**src/rtl/frog_pkg.sv**
```systemverilog
// Shared types and helpers for the frog-board row.
//   lane_mode_e : road lanes kill on overlap, river lanes must carry the frog
//   DIR_LOW     : lane / carry direction toward index 0
//   DIR_HIGH    : lane / carry direction toward index WIDTH-1
//   rot_low / rot_high : one-cell rotations of a w-bit value held in a vec_t
package frog_pkg;

  typedef enum logic {
    LANE_ROAD  = 1'b0,
    LANE_RIVER = 1'b1
  } lane_mode_e;

  localparam logic DIR_LOW  = 1'b0;
  localparam logic DIR_HIGH = 1'b1;

  // Widest row the helpers support; callers zero-extend into vec_t.
  localparam int unsigned MAX_W = 64;
  typedef logic [MAX_W-1:0] vec_t;

  function automatic vec_t width_mask(input int unsigned w);
    if (w >= MAX_W) return '1;
    return (vec_t'(1) << w) - vec_t'(1);
  endfunction

  // Rotate toward index 0: bit 0 re-enters at bit w-1.
  function automatic vec_t rot_low(input vec_t v, input int unsigned w);
    return (v >> 1) | (vec_t'(v[0]) << (w - 1));
  endfunction

  // Rotate toward index w-1: bit w-1 re-enters at bit 0.
  function automatic vec_t rot_high(input vec_t v, input int unsigned w);
    return ((v << 1) & width_mask(w)) | ((v >> (w - 1)) & vec_t'(1));
  endfunction

endpackage

```
**src/rtl/frog_lane_row_lane_shifter.sv**
```systemverilog
// Moving lane for one frog row: pattern register plus period counter.
//   clk, reset  : clock, asynchronous active-low reset
//   load_i      : load pat_i into the lane and restart the period counter
//   pat_i       : lane pattern
//   dir_i       : DIR_LOW rotates toward index 0, DIR_HIGH toward WIDTH-1
//   period_i    : cycles per lane step, 0 freezes the lane
//   lane_o      : registered lane occupancy
//   lane_nxt_o  : lane value that will be registered at the next edge
//   step_o      : high in the cycle the lane advances
module lane_shifter
  import frog_pkg::*;
#(
  parameter int unsigned WIDTH = 16,
  parameter int unsigned PER_W = 8
) (
  input  logic             clk,
  input  logic             reset,
  input  logic             load_i,
  input  logic [WIDTH-1:0] pat_i,
  input  logic             dir_i,
  input  logic [PER_W-1:0] period_i,
  output logic [WIDTH-1:0] lane_o,
  output logic [WIDTH-1:0] lane_nxt_o,
  output logic             step_o
);

  logic [PER_W-1:0] cnt_q, cnt_d;
  logic [WIDTH-1:0] lane_q, lane_d;
  logic             step;

  always_comb begin
    cnt_d  = cnt_q;
    lane_d = lane_q;
    step   = 1'b0;
    if (load_i) begin
      lane_d = pat_i;
      cnt_d  = '0;
    end else if (period_i != '0) begin
      // A period shortened below the running count restarts without a step.
      if (cnt_q >= period_i) begin
        cnt_d = '0;
      end else if (cnt_q == period_i - PER_W'(1)) begin
        cnt_d = '0;
        step  = 1'b1;
      end else begin
        cnt_d = cnt_q + PER_W'(1);
      end
    end
    if (step) begin
      if (dir_i == DIR_HIGH) lane_d = WIDTH'(rot_high(vec_t'(lane_q), WIDTH));
      else                   lane_d = WIDTH'(rot_low(vec_t'(lane_q), WIDTH));
    end
  end

  always_ff @(posedge clk or negedge reset) begin
    if (!reset) begin
      cnt_q  <= '0;
      lane_q <= '0;
    end else begin
      cnt_q  <= cnt_d;
      lane_q <= lane_d;
    end
  end

  assign lane_o     = lane_q;
  assign lane_nxt_o = lane_d;
  assign step_o     = step;

endmodule

```
**src/rtl/frog_lane_row.sv**
```systemverilog
// One row of the frog board: frog register, moving lane and local collision.
//   clk, reset          : clock, asynchronous active-low reset
//   L, R, U, D          : one-cycle move pulses (exactly one must be high to move)
//   above_frog          : frog register of the row above (taken on D)
//   below_frog          : frog register of the row below (taken on U)
//   hit                 : global kill, clears the frog, suppresses collision
//   spawn               : place the frog at START_COL
//   lane_load, lane_pat : load a new lane pattern
//   lane_dir, period    : lane rotation direction and cycles per step
//   frog, lane          : registered occupancies
//   row                 : frog | lane for the LED driver
//   hit_o               : registered one-cycle local-collision pulse
module frog_lane_row
  import frog_pkg::*;
#(
  parameter int unsigned WIDTH     = 16,
  parameter bit          WRAP      = 1'b1,
  parameter lane_mode_e  MODE      = LANE_ROAD,
  parameter int unsigned START_COL = 7,
  parameter int unsigned PER_W     = 8
) (
  input  logic             clk,
  input  logic             reset,
  input  logic             L,
  input  logic             R,
  input  logic             U,
  input  logic             D,
  input  logic [WIDTH-1:0] above_frog,
  input  logic [WIDTH-1:0] below_frog,
  input  logic             hit,
  input  logic             spawn,
  input  logic             lane_load,
  input  logic [WIDTH-1:0] lane_pat,
  input  logic             lane_dir,
  input  logic [PER_W-1:0] period,
  output logic [WIDTH-1:0] frog,
  output logic [WIDTH-1:0] lane,
  output logic [WIDTH-1:0] row,
  output logic             hit_o
);

  logic [WIDTH-1:0] frog_q, frog_d;
  logic             hit_q, hit_d;
  logic [WIDTH-1:0] lane_n;
  logic             lane_step;
  logic [WIDTH-1:0] frog_mv, frog_n;
  logic [2:0]       n_moves;
  logic             carry_off, coll;

  lane_shifter #(
    .WIDTH (WIDTH),
    .PER_W (PER_W)
  ) u_lane (
    .clk        (clk),
    .reset      (reset),
    .load_i     (lane_load),
    .pat_i      (lane_pat),
    .dir_i      (lane_dir),
    .period_i   (period),
    .lane_o     (lane),
    .lane_nxt_o (lane_n),
    .step_o     (lane_step)
  );

  always_comb begin
    n_moves = 3'(L) + 3'(R) + 3'(U) + 3'(D);

    frog_mv = frog_q;
    if (hit) begin
      frog_mv = '0;
    end else if (spawn) begin
      frog_mv = WIDTH'(1) << START_COL;
    end else if (n_moves == 3'd1) begin
      // Vertical moves copy the neighbour, which is 0 while the frog is here.
      if (U) begin
        frog_mv = below_frog;
      end else if (D) begin
        frog_mv = above_frog;
      end else if (L) begin
        if (!frog_q[0])  frog_mv = frog_q >> 1;
        else if (WRAP)   frog_mv = WIDTH'(rot_low(vec_t'(frog_q), WIDTH));
      end else begin
        if (!frog_q[WIDTH-1]) frog_mv = frog_q << 1;
        else if (WRAP)        frog_mv = WIDTH'(rot_high(vec_t'(frog_q), WIDTH));
      end
    end

    // A river lane carries the frog along with it, after any move.
    frog_n    = frog_mv;
    carry_off = 1'b0;
    if ((MODE == LANE_RIVER) && lane_step && !hit && !spawn && (frog_mv != '0)) begin
      if (lane_dir == DIR_HIGH) begin
        if (!frog_mv[WIDTH-1]) frog_n = frog_mv << 1;
        else if (WRAP)         frog_n = WIDTH'(rot_high(vec_t'(frog_mv), WIDTH));
        else begin
          frog_n    = '0;
          carry_off = 1'b1;
        end
      end else begin
        if (!frog_mv[0]) frog_n = frog_mv >> 1;
        else if (WRAP)   frog_n = WIDTH'(rot_low(vec_t'(frog_mv), WIDTH));
        else begin
          frog_n    = '0;
          carry_off = 1'b1;
        end
      end
    end

    if (hit)                      coll = 1'b0;
    else if (MODE == LANE_RIVER)  coll = ((frog_n != '0) && ((frog_n & lane_n) == '0)) || carry_off;
    else                          coll = (frog_n & lane_n) != '0;

    frog_d = coll ? '0 : frog_n;
    hit_d  = coll;
  end

  always_ff @(posedge clk or negedge reset) begin
    if (!reset) begin
      frog_q <= '0;
      hit_q  <= 1'b0;
    end else begin
      frog_q <= frog_d;
      hit_q  <= hit_d;
    end
  end

  assign frog  = frog_q;
  assign hit_o = hit_q;
  assign row   = frog_q | lane;

endmodule

```
**config.mk**
```make
export PLATFORM = sky130hd
export DESIGN_NAME = frog_lane_row
export DESIGN_NICKNAME = d
export VERILOG_FILES = /design/src/rtl/frog_pkg.sv /design/src/rtl/frog_lane_row_lane_shifter.sv /design/src/rtl/frog_lane_row.sv
export SDC_FILE = /design/constraint.sdc
export NUM_CORES = 1
export LEC_CHECK = 0
export CORE_ASPECT_RATIO = 0.7
export CORE_MARGIN = 10
export CORE_UTILIZATION = 45
export DETAILED_ROUTE_END_ITERATION = 6
export PLACE_DENSITY_LB_ADDON = 0.15
export SETUP_SLACK_MARGIN = 0.2
export SLEW_MARGIN = 30
export SYNTH_ARGS = -nofsm -noshare
export SYNTH_HDL_FRONTEND = slang
export SYNTH_SLANG_ARGS = --single-unit
```
**constraint.sdc**
```tcl
create_clock -name clk -period 2.6 [get_ports clk]
set_input_delay 0.39 -clock clk [delete_from_list [all_inputs] [get_ports clk]]
set_output_delay 0.39 -clock clk [all_outputs]
set_load 0.02 [all_outputs]
```
# [Yosys cells after proc, flatten, opt, wreduce, memory -nomap -nowiden]
# Cells that the tools add are included.
[op_classes] addsub=5 n_lt_le_gt_ge=1 n_eq_ne=2 n_mux=21 n_bitwise=6 reduce_logical=3
[op_table] cell="16-bit 2-to-1 mux" count=12
[op_table] cell="8-bit 2-to-1 mux" count=4
[op_table] cell="15-bit by 16-bit bitwise OR with 16-bit output" count=2
[op_table] cell="16-bit by 1-bit bitwise OR with 16-bit output" count=2
[op_table] cell="16-bit AND" count=1
[op_table] cell="16-bit bitwise OR" count=1
[op_table] cell="16-bit nonzero test" count=1
[op_table] cell="8-bit by 1-bit adder with 8-bit output, second input constant" count=1
[op_table] cell="8-bit equality test" count=1
[op_table] cell="8-bit >= comparator" count=1
[op_table] cell="8-bit nonzero test" count=1
[op_table] cell="8-bit by 1-bit subtractor with 8-bit output, second input constant" count=1
[op_table] cell="1-bit 2-to-1 mux" count=5
[op_table] cell="2-bit by 1-bit adder with 3-bit output" count=1
[op_table] cell="3-bit by 1-bit adder with 3-bit output" count=1
[op_table] cell="3-bit by 1-bit equality test with 1-bit output, second input constant" count=1
[op_table] cell="1-bit by 1-bit adder with 2-bit output" count=1
[op_table] cell="2-bit nonzero test" count=1
[word_totals] register_bits=41 out_inout_bits=49

# [Depth between registers and ports, before layout]
# Gate-level depths: netlist of run 1.
[logic_depth] ltp_word=12 mapped_depth=16 depth_no_buf=12

# [By module]
# Synthesis of run 1 repeated with hierarchy kept, for this count alone.
[hier_totals] cells_unflattened=397 hier_area_um2=3606.0
[by_module_without_submodules] module="frog_lane_row" n_inst=1 cells_each=223 area_per_inst_um2=1856.8 seq_area_each_um2=425.4
[by_module_without_submodules] module="lane_shifter" n_inst=1 cells_each=174 area_per_inst_um2=1749.2 seq_area_each_um2=600.6

# [Least setup slack after synthesis of run 1]
# OpenSTA, ideal clock, no wires.
[synth_timing] path_type="input to register" startpoint="input port L" endpoint="register frog_q[12] (netlist: frog[12])" setup_ps=88 arrival_ps=3651 setup_slack_ps=-1139 stages=16 cell_sequence="buf_4 > buf_6 > inv_1 > fa_1 > inv_1 > ha_1 > ha_1 > or3b_1 > clkbuf_1 > a21oi_1 > a21oi_1 > a22o_1 > nor3_1 > nand4b_2 > buf_4 > a211oi_2"
[synth_via] elab_chain_len=11 elab_cells_between_ends=14 cone_classes="3 x add/sub; 1 x eq/ne; 8 x mux; 1 x bitwise; 1 x reduce/logical"
[synth_rtl] item="start: declaration" line_no="frog_lane_row.sv:24" rtl="input logic L,"
[synth_rtl] item="1-bit by 1-bit adder with 2-bit output" line_no="frog_lane_row.sv:66" rtl="n_moves = 3'(L) + 3'(R) + 3'(U) + 3'(D);"
[synth_rtl] item="2-bit by 1-bit adder with 3-bit output" line_no="frog_lane_row.sv:66"
[synth_rtl] item="3-bit by 1-bit adder with 3-bit output" line_no="frog_lane_row.sv:66"
[synth_rtl] item="3-bit by 1-bit equality test with 1-bit output" line_no="frog_lane_row.sv:73" rtl="end else if (n_moves == 3'd1) begin"
[synth_rtl] item="16-bit 2-to-1 mux (*)" line_no="frog_lane_row.sv:73"
[synth_rtl] item="16-bit 2-to-1 mux (*)" line_no="frog_lane_row.sv:71" rtl="end else if (spawn) begin"
[synth_rtl] item="16-bit 2-to-1 mux (*)" line_no="frog_lane_row.sv:69" rtl="if (hit) begin"
[synth_rtl] item="16-bit AND" line_no="frog_lane_row.sv:111" rtl="else coll = (frog_n & lane_n) != '0;"
[synth_rtl] item="16-bit nonzero test" line_no="frog_lane_row.sv:111"
[synth_rtl] item="1-bit 2-to-1 mux" line_no="frog_lane_row.sv:109" rtl="if (hit) coll = 1'b0;"
[synth_rtl] item="16-bit 2-to-1 mux (*)" line_no="frog_lane_row.sv:113" rtl="frog_d = coll ? '0 : frog_n;"
[synth_rtl] item="named net frog_d[12]" line_no="frog_lane_row.sv:42" rtl="logic [WIDTH-1:0] frog_q, frog_d;"
[synth_rtl] item="end signal: assignment" line_no="frog_lane_row.sv:122" rtl="frog_q <= frog_d;"
[synth_rtl] item="end: declaration" line_no="frog_lane_row.sv:42"
# Mark *: on every way through the listed nets, which the timed path passes. The rest lies on a longest branch.
# A chain may end at the register's enable or synchronous reset.

# [Worst setup path after layout of run 1]
[layout_timing] startpoint="input port D" endpoint="register frog_q[9] (netlist: frog[9])"
[layout_via] elab_chain_len=9 elab_cells_between_ends=11 cone_classes="1 x add/sub; 1 x eq/ne; 7 x mux; 1 x bitwise; 1 x reduce/logical"
[layout_rtl] item="start: declaration" line_no="frog_lane_row.sv:27" rtl="input logic D,"
[layout_rtl] item="3-bit by 1-bit adder with 3-bit output or 16-bit 2-to-1 mux (tied branches)" line_no="frog_lane_row.sv:66, frog_lane_row.sv:77"
[layout_rtl] item="3-bit by 1-bit equality test with 1-bit output or 16-bit 2-to-1 mux (tied branches)" line_no="frog_lane_row.sv:73, frog_lane_row.sv:75"
[layout_rtl] item="16-bit 2-to-1 mux (*)" line_no="frog_lane_row.sv:73"
[layout_rtl] item="16-bit 2-to-1 mux (*)" line_no="frog_lane_row.sv:71"
[layout_rtl] item="16-bit 2-to-1 mux (*)" line_no="frog_lane_row.sv:69"
[layout_rtl] item="16-bit AND" line_no="frog_lane_row.sv:111"
[layout_rtl] item="16-bit nonzero test" line_no="frog_lane_row.sv:111"
[layout_rtl] item="1-bit 2-to-1 mux" line_no="frog_lane_row.sv:109"
[layout_rtl] item="16-bit 2-to-1 mux (*)" line_no="frog_lane_row.sv:113"
[layout_rtl] item="named net frog_d[9]" line_no="frog_lane_row.sv:42"
# Marked as above.

==> results of run 1 <==
==> where the power goes <==
part	internal (mW)	leakage [nW]	switching [mW]
registers	0.688	0.527	0.0884
clock network	0.455	0.0842	0.283
logic	0.746	2.16	0.812
==> per-layer routing <==
metal	GRT usage [%]	vias up	share of wire (%)
li1	-	1981	-
met1	32.80	2366	38
met2	41.48	437	44
met3	7.414	109	12
met4	8.962	0	5.0
met5	0	-	0
==> state kept, by name, indices dropped and copies added (netlist names) <==
| name | flops |
|---|---|
| frog | 16 |
| hit_o | 1 |
| u_lane.cnt_q | 8 |
| u_lane.lane_o | 16 |
==> cells in the final DEF, fill, tap and decap left out, types with 7 or more instances in the layout <==
| cell type | n |
|---|---|
| nor2_1 | 13 |
| or3_1 | 7 |
| mux2_2 | 11 |
| clkdlybuf4s50_1 | 103 |
| nor2b_1 | 13 |
| inv_1 | 12 |
| ha_1 | 8 |
| mux2i_1 | 44 |
| dfrtp_1 | 39 |
| buf_6 | 19 |
| a21oi_2 | 14 |
| o21ai_0 | 12 |
| nand2_1 | 30 |
| a21oi_1 | 10 |
| buf_4 | 93 |
| or2_2 | 19 |
| a211oi_1 | 8 |
==> worst max-delay path: cells and delay by family <==
family                     cells  cell delay (ns)
adders and majority gates      3             0.94
AOI/OAI and AO/OA              3             1.14
and+or+nand+nor                3             0.76
buffers and inverters          4             0.35
==> cell usage after synthesis, types with 12 or more instances <==
cell / number
mux2i_1: 47
dfrtp_1: 41
nand2_1: 33
a21oi_1: 24
or2_2: 19
inv_1: 18
nor2_1: 18
o21ai_0: 17
ha_1: 13
mux2_2: 13
nor2b_1: 13
a211oi_1: 12
==> worst max-delay path by stage <==
stage | slack, ns | cells past startpoint | end
after floorplan | -0.77 | 15 | frog[13]
after global placement | -1.36 | 14 | frog[15]
after detailed placement | -1.41 | 14 | frog[14]
after CTS | -0.59 | 18 | frog[14]
after global routing | -0.90 | 16 | frog[9]
final | -0.81 | 13 | frog[9]
==> kinds of logic after synthesis <==
kind of cell	after synthesis
AO/OA/AOI/OAI	112
XOR/XNOR	8
adder cells (fa/ha/maj)	14
buffers and inverters	44
flip-flops	41
multiplexers	61
AND/OR/NAND/NOR	137
==> layout make-up <==
type                       count  area [sq um]
tap                          101         126.4
fill                         416          1396
inverter                      19         96.34
clock inverter                 3         43.79
multi-input combinational    333          2965
clock buffer                   5         125.1
timing repair buffer         231          2191
sequential                    41          1028
==> timing repair <==
item / CTS / global route
buffers inserted: 18 / 11
setup endpoints to repair: 41 / 40
cloned: 1 / 1
resized for setup: 81 / 49
pin swaps: 36 / 20
==> through the flow <==
step | area [sq um] | hold WS [ns] | cells
after global placement | 5698 | 0.5729 | 694
after global routing | 6576 | 0.1263 | 733
after floorplan | 3921 | 0.09441 | 417
final | 6576 | 0.09375 | 733
after CTS | 6247 | 0.2776 | 721
after detailed placement | 5698 | 0.5769 | 694
==> summary.txt, run 1 <==
Logic synthesis
  – Largest family of logic cells by synthesized area: compound AO/OA/AOI/OAI gates
  – Most area-hungry cell type in the Yosys netlist: dfrtp_1
  – Syn nets: 497
  – Post-Synth XOR/XNOR Area: 1.879%
  – Synth async-reset ratio: 100.0%
  – Distinct cells, synth: 71
  – Syn Std Cell Area: 3729 sq um
  – Yosys top cell area share: 27.52%
  – Post-Synth Simple-Gate Area: 21.11%
  – Top_reg_cell synth: dfrtp_1
  – Post-Synth Adder-Cell Area: 4.899%
  – Most area-consuming cells after synthesis: dfrtp_1 (28%), mux2i_1 (13%), ha_1 (4.4%)
  – Synthesis Warnings: 0
  – Synth Instances: 417
  – Post-synthesis area per instance: 8.941 sq um
  – Compound-gate portion of the synthesized area: 22.21%
  – Seq cells post-synth: 41
  – Post-synth EDFFs: 0
  – Sequential area share after synthesis: 27.52%
  – Post-synthesis mux area share: 16.85%

Clocking
  – Clock slew at reported path FFs: 0.06 ns
  – Total CTS buffers: 5
  – CTS Sinks: 41
  – Clock latency on the worst-skew pair: 0.30 ns
  – CTS Root Cell: clkbuf_16
  – Clock Tree Buf Depth: 2
  – TritonCTS clock tree: built
  – Hold-fix buffers, CTS: 0
  – Htree depth: 2

STA
  – Actual transition at the worst max-transition pin: 0.6712 ns
  – Slew Viols, Final: 0
  – Headroom to the max-slew limit: 54.91%
  – Setup_tns: -14.42 ns
  – Final Setup Violations: 33
  – Final hold vios: 0
  – Setup ws final: -0.8112 ns
  – Clock skew: 0.008699 ns
  – RSZ-0062 raised after global routing: yes
  – Crit share post-route: 131.2%
  – Tmin final: 3.411 ns
  – F_max: 0.2932 GHz

Route
  – DRC violations left: 0
  – Antenna Nets Post-Route: 0
  – Iter 0 DRT Violations: 681
  – Initial DRT Pass Iterations: 5
  – WL final: 19030 microns
  – WL per Instance: 25.96 microns
  – Vias per cell: 6.675
  – Via Count: 4893

Worst hold path
  – Min-Delay Path Class: in -> async

Worst setup path
  – Crit path kind: in -> reg
  – Critical R2R Capture: frog[9]
  – Crit. End Element: flop
  – CP most frequent cell: ha_4
  – Worst Path Max Fanout: 7
  – CP Data Arrival Time: 3.59 ns
  – Worst setup SP type: primary input
  – Worst path max stage delay: 0.56 ns
  – Critical-path cell list: buf_8 -> inv_4 -> fa_1 -> inv_2 -> ha_4 -> ha_4 -> or3b_4 -> a211oi_4 -> nor3_4 -> o41ai_2 -> buf_4 -> nand4b_4 -> a2111oi_2
  – Reg2reg start: u_lane.cnt_q[2]
  – CP required: 2.78 ns
  – R2R setup slack: -0.22 ns
  – CP max-delay cell: fa_1
  – Critical Path Start: D
  – FF-to-FF path depth: 10

Global route
  – Largest net degree at the start of global routing: 42
  – Vias in the first global route: 4554
  – Total track usage: 25.83%
  – Initial antenna violation count: 0
  – Overflow after GRT: 0
  – First-pass GRT wire length: 25290 microns

Finish
  – Number of antenna diodes: 0
  – Share of layout cells above drive strength 1: 39.40%
  – Final nets: 711
  – Final core utilization: 82.49%
  – Syn-to-layout area delta: 76.38%

Status
  – Failing checks: setup timing
  – Status: finished with violations

Power and ir drop
  – Pwr dens: 467.4 nW/um^2
  – Leakage: 2.773 nW
  – Tot Pwr: 3.074 mW
  – Max rail drop VDD: 0.3389 mV

Die
  – Chip height: 96.16 microns
  – Initial core utilization: 46.77%
  – Die area: 12380 sq um
  – Floorplan core area: 7973 sq um
  – Cell Rows: 27
  – Number of I/O pins: 115
  – Chip Width: 128.8 microns

Run
  – Maxcap violations: 0

Placement
  – HPWL after DPL: 11610 microns
  – GPL Wtd Cong: 0.9311
  – I/O Buffers: 114
  – Place WS: -1.409 ns
No activity file was read; power rests on OpenSTA's default activity.
==> run 2, diff against run 1 <==
--- a/config.mk
+++ b/config.mk
@@ -9,7 +9,7 @@
 export CORE_MARGIN = 10
 export CORE_UTILIZATION = 45
 export DETAILED_ROUTE_END_ITERATION = 6
-export PLACE_DENSITY_LB_ADDON = 0.15
+export PLACE_DENSITY_LB_ADDON = 0.08
 export SETUP_SLACK_MARGIN = 0.2
 export SLEW_MARGIN = 30
 export SYNTH_ARGS = -nofsm -noshare
==> summary.txt, run 2 (same netlist as run 1, synthesis figures left out) <==
Die
  – Number of I/O pins: 115
  – Initial core utilization: 46.77%
  – Die area: 12380 sq um
  – Chip height: 96.16 microns
  – Floorplan core area: 7973 sq um
  – Chip Width: 128.8 microns
  – Cell Rows: 27

Finish
  – Final nets: 697
  – Number of antenna diodes: 0
  – Area of the multi-input gates: 2918 sq um
  – Fill count: 544
  – Syn-to-layout area delta: 70.94%
  – Share of layout cells above drive strength 1: 37.22%
  – Most common cell after layout, fill and taps aside: clkdlybuf4s50_1
  – Most frequent cells in the layout: clkdlybuf4s50_1 (103), buf_4 (84), mux2i_1 (46)
  – Register area: 1028 sq um

Route
  – Via Count: 4251
  – Iter 0 DRT Violations: 386
  – WL per Instance: 21.78 microns
  – Antenna Nets Post-Route: 0
  – Vias per cell: 5.912
  – DRC violations left: 0
  – Initial DRT Pass Iterations: 5
  – WL final: 15660 microns

Global route
  – Largest net degree at the start of global routing: 42
  – M2 GR Usage: 37.97%
  – First-pass GRT wire length: 24140 microns
  – Top Usage Layer GRT: met2
  – Total track usage: 24.49%
  – Met1 GRT Util: 33.79%
  – Vias in the first global route: 4382
  – Initial antenna violation count: 0
  – GR Util met3: 6.590%
  – Overflow after GRT: 0

Worst setup path
  – Critical-path cell list: buf_8 -> inv_4 -> fa_1 -> inv_2 -> ha_4 -> ha_4 -> or3b_4 -> a211oi_4 -> nor3_4 -> o41ai_2 -> buf_4 -> nand4b_4 -> buf_8 -> a211oi_2
  – CP max-delay cell: fa_1
  – FF-to-FF path depth: 10
  – R2R setup slack: -0.11 ns
  – Worst Path Max Fanout: 7
  – CP required: 2.80 ns
  – Crit. End Element: flop
  – Worst path max stage delay: 0.54 ns
  – Reg2reg start: u_lane.cnt_q[6]
  – Critical R2R Capture: frog[12]
  – CP Data Arrival Time: 3.50 ns
  – Crit path buffers/inverters: 5
  – Critical Path Start: D
  – Worst setup SP type: primary input
  – Setup crit end: frog[12]
  – Critical path depth: 14
  – Delay-heaviest family, CP: adder cells
  – Crit path kind: in -> reg

Power and ir drop
  – Max rail drop VDD: 0.3027 mV
  – Pwr dens: 455.9 nW/um^2
  – Leakage: 2.674 nW

STA
  – Actual transition at the worst max-transition pin: 0.5590 ns
  – F_max: 0.3024 GHz
  – Crit share post-route: 127.2%
  – Clock skew: 0.009235 ns
  – RSZ-0062 raised after global routing: yes
  – Final Setup Violations: 17
  – Setup ws final: -0.7068 ns
  – Tmin final: 3.307 ns
  – Headroom to the max-slew limit: 62.73%
  – Final hold vios: 0
  – Slew Viols, Final: 0
  – WHS: 0.09285 ns

Clocking
  – Htree depth: 2
  – Total CTS buffers: 5
  – Clock slew at reported path FFs: 0.07 ns
  – Clock latency on the worst-skew pair: 0.29 ns
  – Hold-fix buffers, CTS: 0
  – CTS Root Cell: clkbuf_16
  – CTS Sinks: 41
  – TritonCTS clock tree: built
  – Clock Tree Buf Depth: 2

Placement
  – I/O Buffers: 114
  – GPL Wtd Cong: 0.9371
  – HPWL after DPL: 11700 microns
  – Place WS: -1.443 ns

Status
  – Status: finished with violations
  – Failing checks: setup timing

Worst hold path
  – Min-Delay Path Class: in -> async

Run
  – Maxcap violations: 0
-- run 2: cell count changes in the layout (fill, tap and decap cells not counted), sizes merged --
cell / change
dlygate4sd2: -1
inv: -1
clkbuf: +1
nand3: -1
buf: -13
clkdlybuf4s15: +1
-- run 2: final cells by class --
| class | instances | area share (%) |
|---|---|---|
| Clock buffer | 6 | 2.022 |
| Timing Repair Buffer | 218 | 31.96 |
| Clock inverter | 2 | 0.6086 |
| Multi-Input combinational cell | 332 | 45.78 |
| Inverter | 19 | 1.512 |
| Tap cell | 101 | 1.983 |
| Sequential cell | 41 | 16.14 |
-- run 2: per-stage QoR --
stage	power, mW	std cells	util (%)	cell area, sq um	TNS [ns]
after floorplan	1.418	417	-	3921	-12.00
after global placement	1.981	689	70.84	5648	-32.71
after detailed placement	2.004	689	70.84	5648	-33.86
after CTS	2.787	712	76.88	6130	-11.30
after global routing	3.029	719	79.94	6374	-12.94
final	2.906	719	79.94	6374	-10.45
-- run 2: report_power, final --
part / total [mW] / switching (mW) / internal [mW]
combinational: 1.41 / 0.712 / 0.698
clock: 0.726 / 0.270 / 0.456
sequential: 0.770 / 0.0819 / 0.688
total: 2.91 / 1.06 / 1.84
-- run 2: how the worst min path moves through the flow --
stage	from	slack, ns	end	cells past startpoint
6_report	reset	0.09	u_lane.lane_o[3]	1
3_3_place_gp	reset	0.57	u_lane.lane_o[5]	1
5_1_grt	reset	0.13	u_lane.lane_o[3]	1
4_1_cts	reset	0.28	u_lane.lane_o[3]	1
3_5_place_dp	reset	0.58	u_lane.lane_o[5]	1
2_1_floorplan	reset	0.09	frog[0]	0
-- run 2: per-layer routing --
layer  vias up  share of wire, %
met2       195                45
met5         -                 0
li1       1943                 -
met3        21               8.9
met4         0               1.2
met1      2092                45
-- run 2: what timing repair did --
| action | in CTS | in global routing |
|---|---|---|
| gates resized for setup | 77 | 40 |
| endpoints found under the setup margin | 41 | 40 |
| setup buffers | 14 | 7 |
| pin swaps | 37 | 34 |
| gates cloned | 1 | 0 |
==> run 3, diff against run 2 <==
--- a/config.mk
+++ b/config.mk
@@ -14,4 +14,6 @@
 export SLEW_MARGIN = 30
 export SYNTH_ARGS = -nofsm -noshare
 export SYNTH_HDL_FRONTEND = slang
+export SYNTH_HIERARCHICAL = 1
 export SYNTH_SLANG_ARGS = --single-unit
+export TNS_END_PERCENT = 1
==> summary.txt, run 3 <==
Logic synthesis
  – Synth Instances: 396
  – Syn Std Cell Area: 3602 sq um
  – Post-synthesis area per instance: 9.096 sq um
  – Synthesis Warnings: 6
  – Syn nets: 476

Finish
  – Final nets: 662
  – Number of antenna diodes: 0
  – Most frequent cells in the layout: clkdlybuf4s50_1 (102), buf_4 (76), mux2i_1 (52)
  – Final Instance Area: 5889 sq um
  – Most common cell after layout, fill and taps aside: clkdlybuf4s50_1
  – Post-route insts no fill: 683
  – Fill count: 585
  – Syn-to-layout area delta: 63.49%
  – Share of layout cells above drive strength 1: 31.27%

Clocking
  – Clock latency on the worst-skew pair: 0.28 ns
  – CTS Sinks: 41
  – Total CTS buffers: 5
  – CTS Root Cell: clkbuf_16
  – TritonCTS clock tree: built
  – Clock slew at reported path FFs: 0.06 ns
  – Clock Tree Buf Depth: 2
  – Htree depth: 2

Route
  – Initial DRT Pass Iterations: 6
  – Vias per cell: 5.958
  – Antenna Nets Post-Route: 0
  – DRC violations left: 0
  – WL per Instance: 21.99 microns
  – WL final: 15020 microns
  – Iter 0 DRT Violations: 347
  – Via Count: 4069

Worst hold path
  – Min-Delay Path Class: in -> async

Global route
  – Top Usage Layer GRT: met2
  – Initial antenna violation count: 0
  – Met1 GRT Util: 32.51%
  – GR Util met3: 9.010%
  – Overflow after GRT: 0
  – Total track usage: 23.42%
  – Vias in the first global route: 3947
  – M2 GR Usage: 34.01%
  – Largest net degree at the start of global routing: 42
  – First-pass GRT wire length: 22710 microns

Status
  – Failing checks: setup timing
  – Status: finished with violations

Die
  – Number of I/O pins: 115
  – Die area: 12040 sq um
  – Chip height: 94.86 microns
  – Floorplan core area: 7838 sq um
  – Chip Width: 126.9 microns
  – Cell Rows: 27
  – Initial core utilization: 45.96%

Worst setup path
  – Worst Path Max Fanout: 8
  – Worst setup SP type: primary input
  – Crit path kind: in -> reg
  – CP Data Arrival Time: 3.67 ns
  – R2R setup slack: -0.86 ns
  – FF-to-FF path depth: 15
  – Critical R2R Capture: frog[12]
  – CP required: 2.78 ns
  – Critical-path cell list: dlygate4sd2_1 -> nor4_2 -> buf_4 -> nand3_1 -> xnor2_2 -> nor4_4 -> nand2_2 -> buf_12 -> buf_8 -> mux2i_4 -> o211ai_1 -> a31oi_1 -> nor4_2 -> nand2_2 -> buf_6 -> nor4b_4
  – Crit. End Element: flop
  – Reg2reg start: u_lane/cnt_q[0]
  – Worst path max stage delay: 0.40 ns
  – CP max-delay cell: nor4_2
  – Critical Path Start: period[5]

Power and ir drop
  – Pwr dens: 463.1 nW/um^2
  – Max rail drop VDD: 0.4080 mV
  – Combinational Power Share: 46.5%
  – Net Sw Frac: 35.35%
  – P_int: 1.763 mW
  – Sequential Power Share: 28.4%
  – Clock Power Share: 25.1%
  – Net switching power: 964.1 uW
  – Leakage: 2.645 nW

STA
  – Crit share post-route: 134.0%
  – Setup_tns: -13.81 ns
  – Setup ws final: -0.8848 ns
  – WHS: 0.08066 ns
  – Tmin final: 3.485 ns
  – Final hold vios: 0
  – Slew Viols, Final: 0
  – Clock skew: 0.002955 ns
  – Actual transition at the worst max-transition pin: 0.5270 ns
  – Headroom to the max-slew limit: 64.86%
  – RSZ-0062 raised after global routing: yes
  – F_max: 0.2870 GHz
  – Final Setup Violations: 17

Placement
  – GPL Wtd Cong: 0.9858
  – Placed Area: 5316 sq um
  – I/O Buffers: 114
  – Placed cell count: 657
  – HPWL after DPL: 10900 microns

Run
  – Maxcap violations: 0
-- run 3: power groups by stage --
stage	Combinational [mW]	Clock [mW]	Sequential, mW
after floorplan	0.510	0	0.813
after global placement	1.05	0	0.780
after detailed placement	1.07	0	0.779
after CTS	1.16	0.686	0.769
after global routing	1.35	0.720	0.779
final	1.27	0.684	0.776
-- run 3: routing by layer --
metal / vias up / share of wire, %
li1: 1832 / -
met1: 1934 / 43
met2: 272 / 42
met3: 31 / 13
met4: 0 / 1.4
met5: - / 0
-- run 3: worst max path at each step --
stage	to	slack, ns
2_1_floorplan	hit_o	-0.71
3_3_place_gp	hit_o	-1.34
3_5_place_dp	frog[2]	-1.34
4_1_cts	hit_o	-0.77
5_1_grt	frog[12]	-1.02
6_report	frog[12]	-0.88
-- run 3: cell type report --
cell class / count / area [sq um] / share of cell area [%]
clock buffer: 5 / 125.1 / 2.124
clock inverter: 2 / 35.03 / 0.5949
inverter: 17 / 66.31 / 1.126
multi-input combinational: 313 / 2614 / 44.38
sequential: 41 / 1026 / 17.42
tap: 101 / 126.4 / 2.146
timing repair buffer: 204 / 1897 / 32.21
-- run 3: repair_timing --
item                                    in CTS  in global routing
hold buffers                                 0                  0
endpoints found under the setup margin      39                 28
pin swaps                                   22                 23
cloned                                       2                  1
resized for setup                           43                 34
setup buffers                                9                  7
-- run 3: worst max-delay path, delay by kind of cell --
family	cells	cell delay, ns
simple gates	7	1.73
buf+inv	5	0.92
compound gates	2	0.24
xor+xnor	1	0.19
mux	1	0.18
-- run 3: stage by stage --
| stage | setup WS, ns | power (mW) | util [%] |
|---|---|---|---|
| after global routing | -1.017 | 2.845 | 75.14 |
| after global placement | -1.341 | 1.832 | 67.83 |
| after detailed placement | -1.340 | 1.851 | 67.83 |
| after floorplan | -0.7054 | 1.323 | - |
| final | -0.8848 | 2.727 | 75.14 |
| after CTS | -0.7675 | 2.614 | 73.23 |
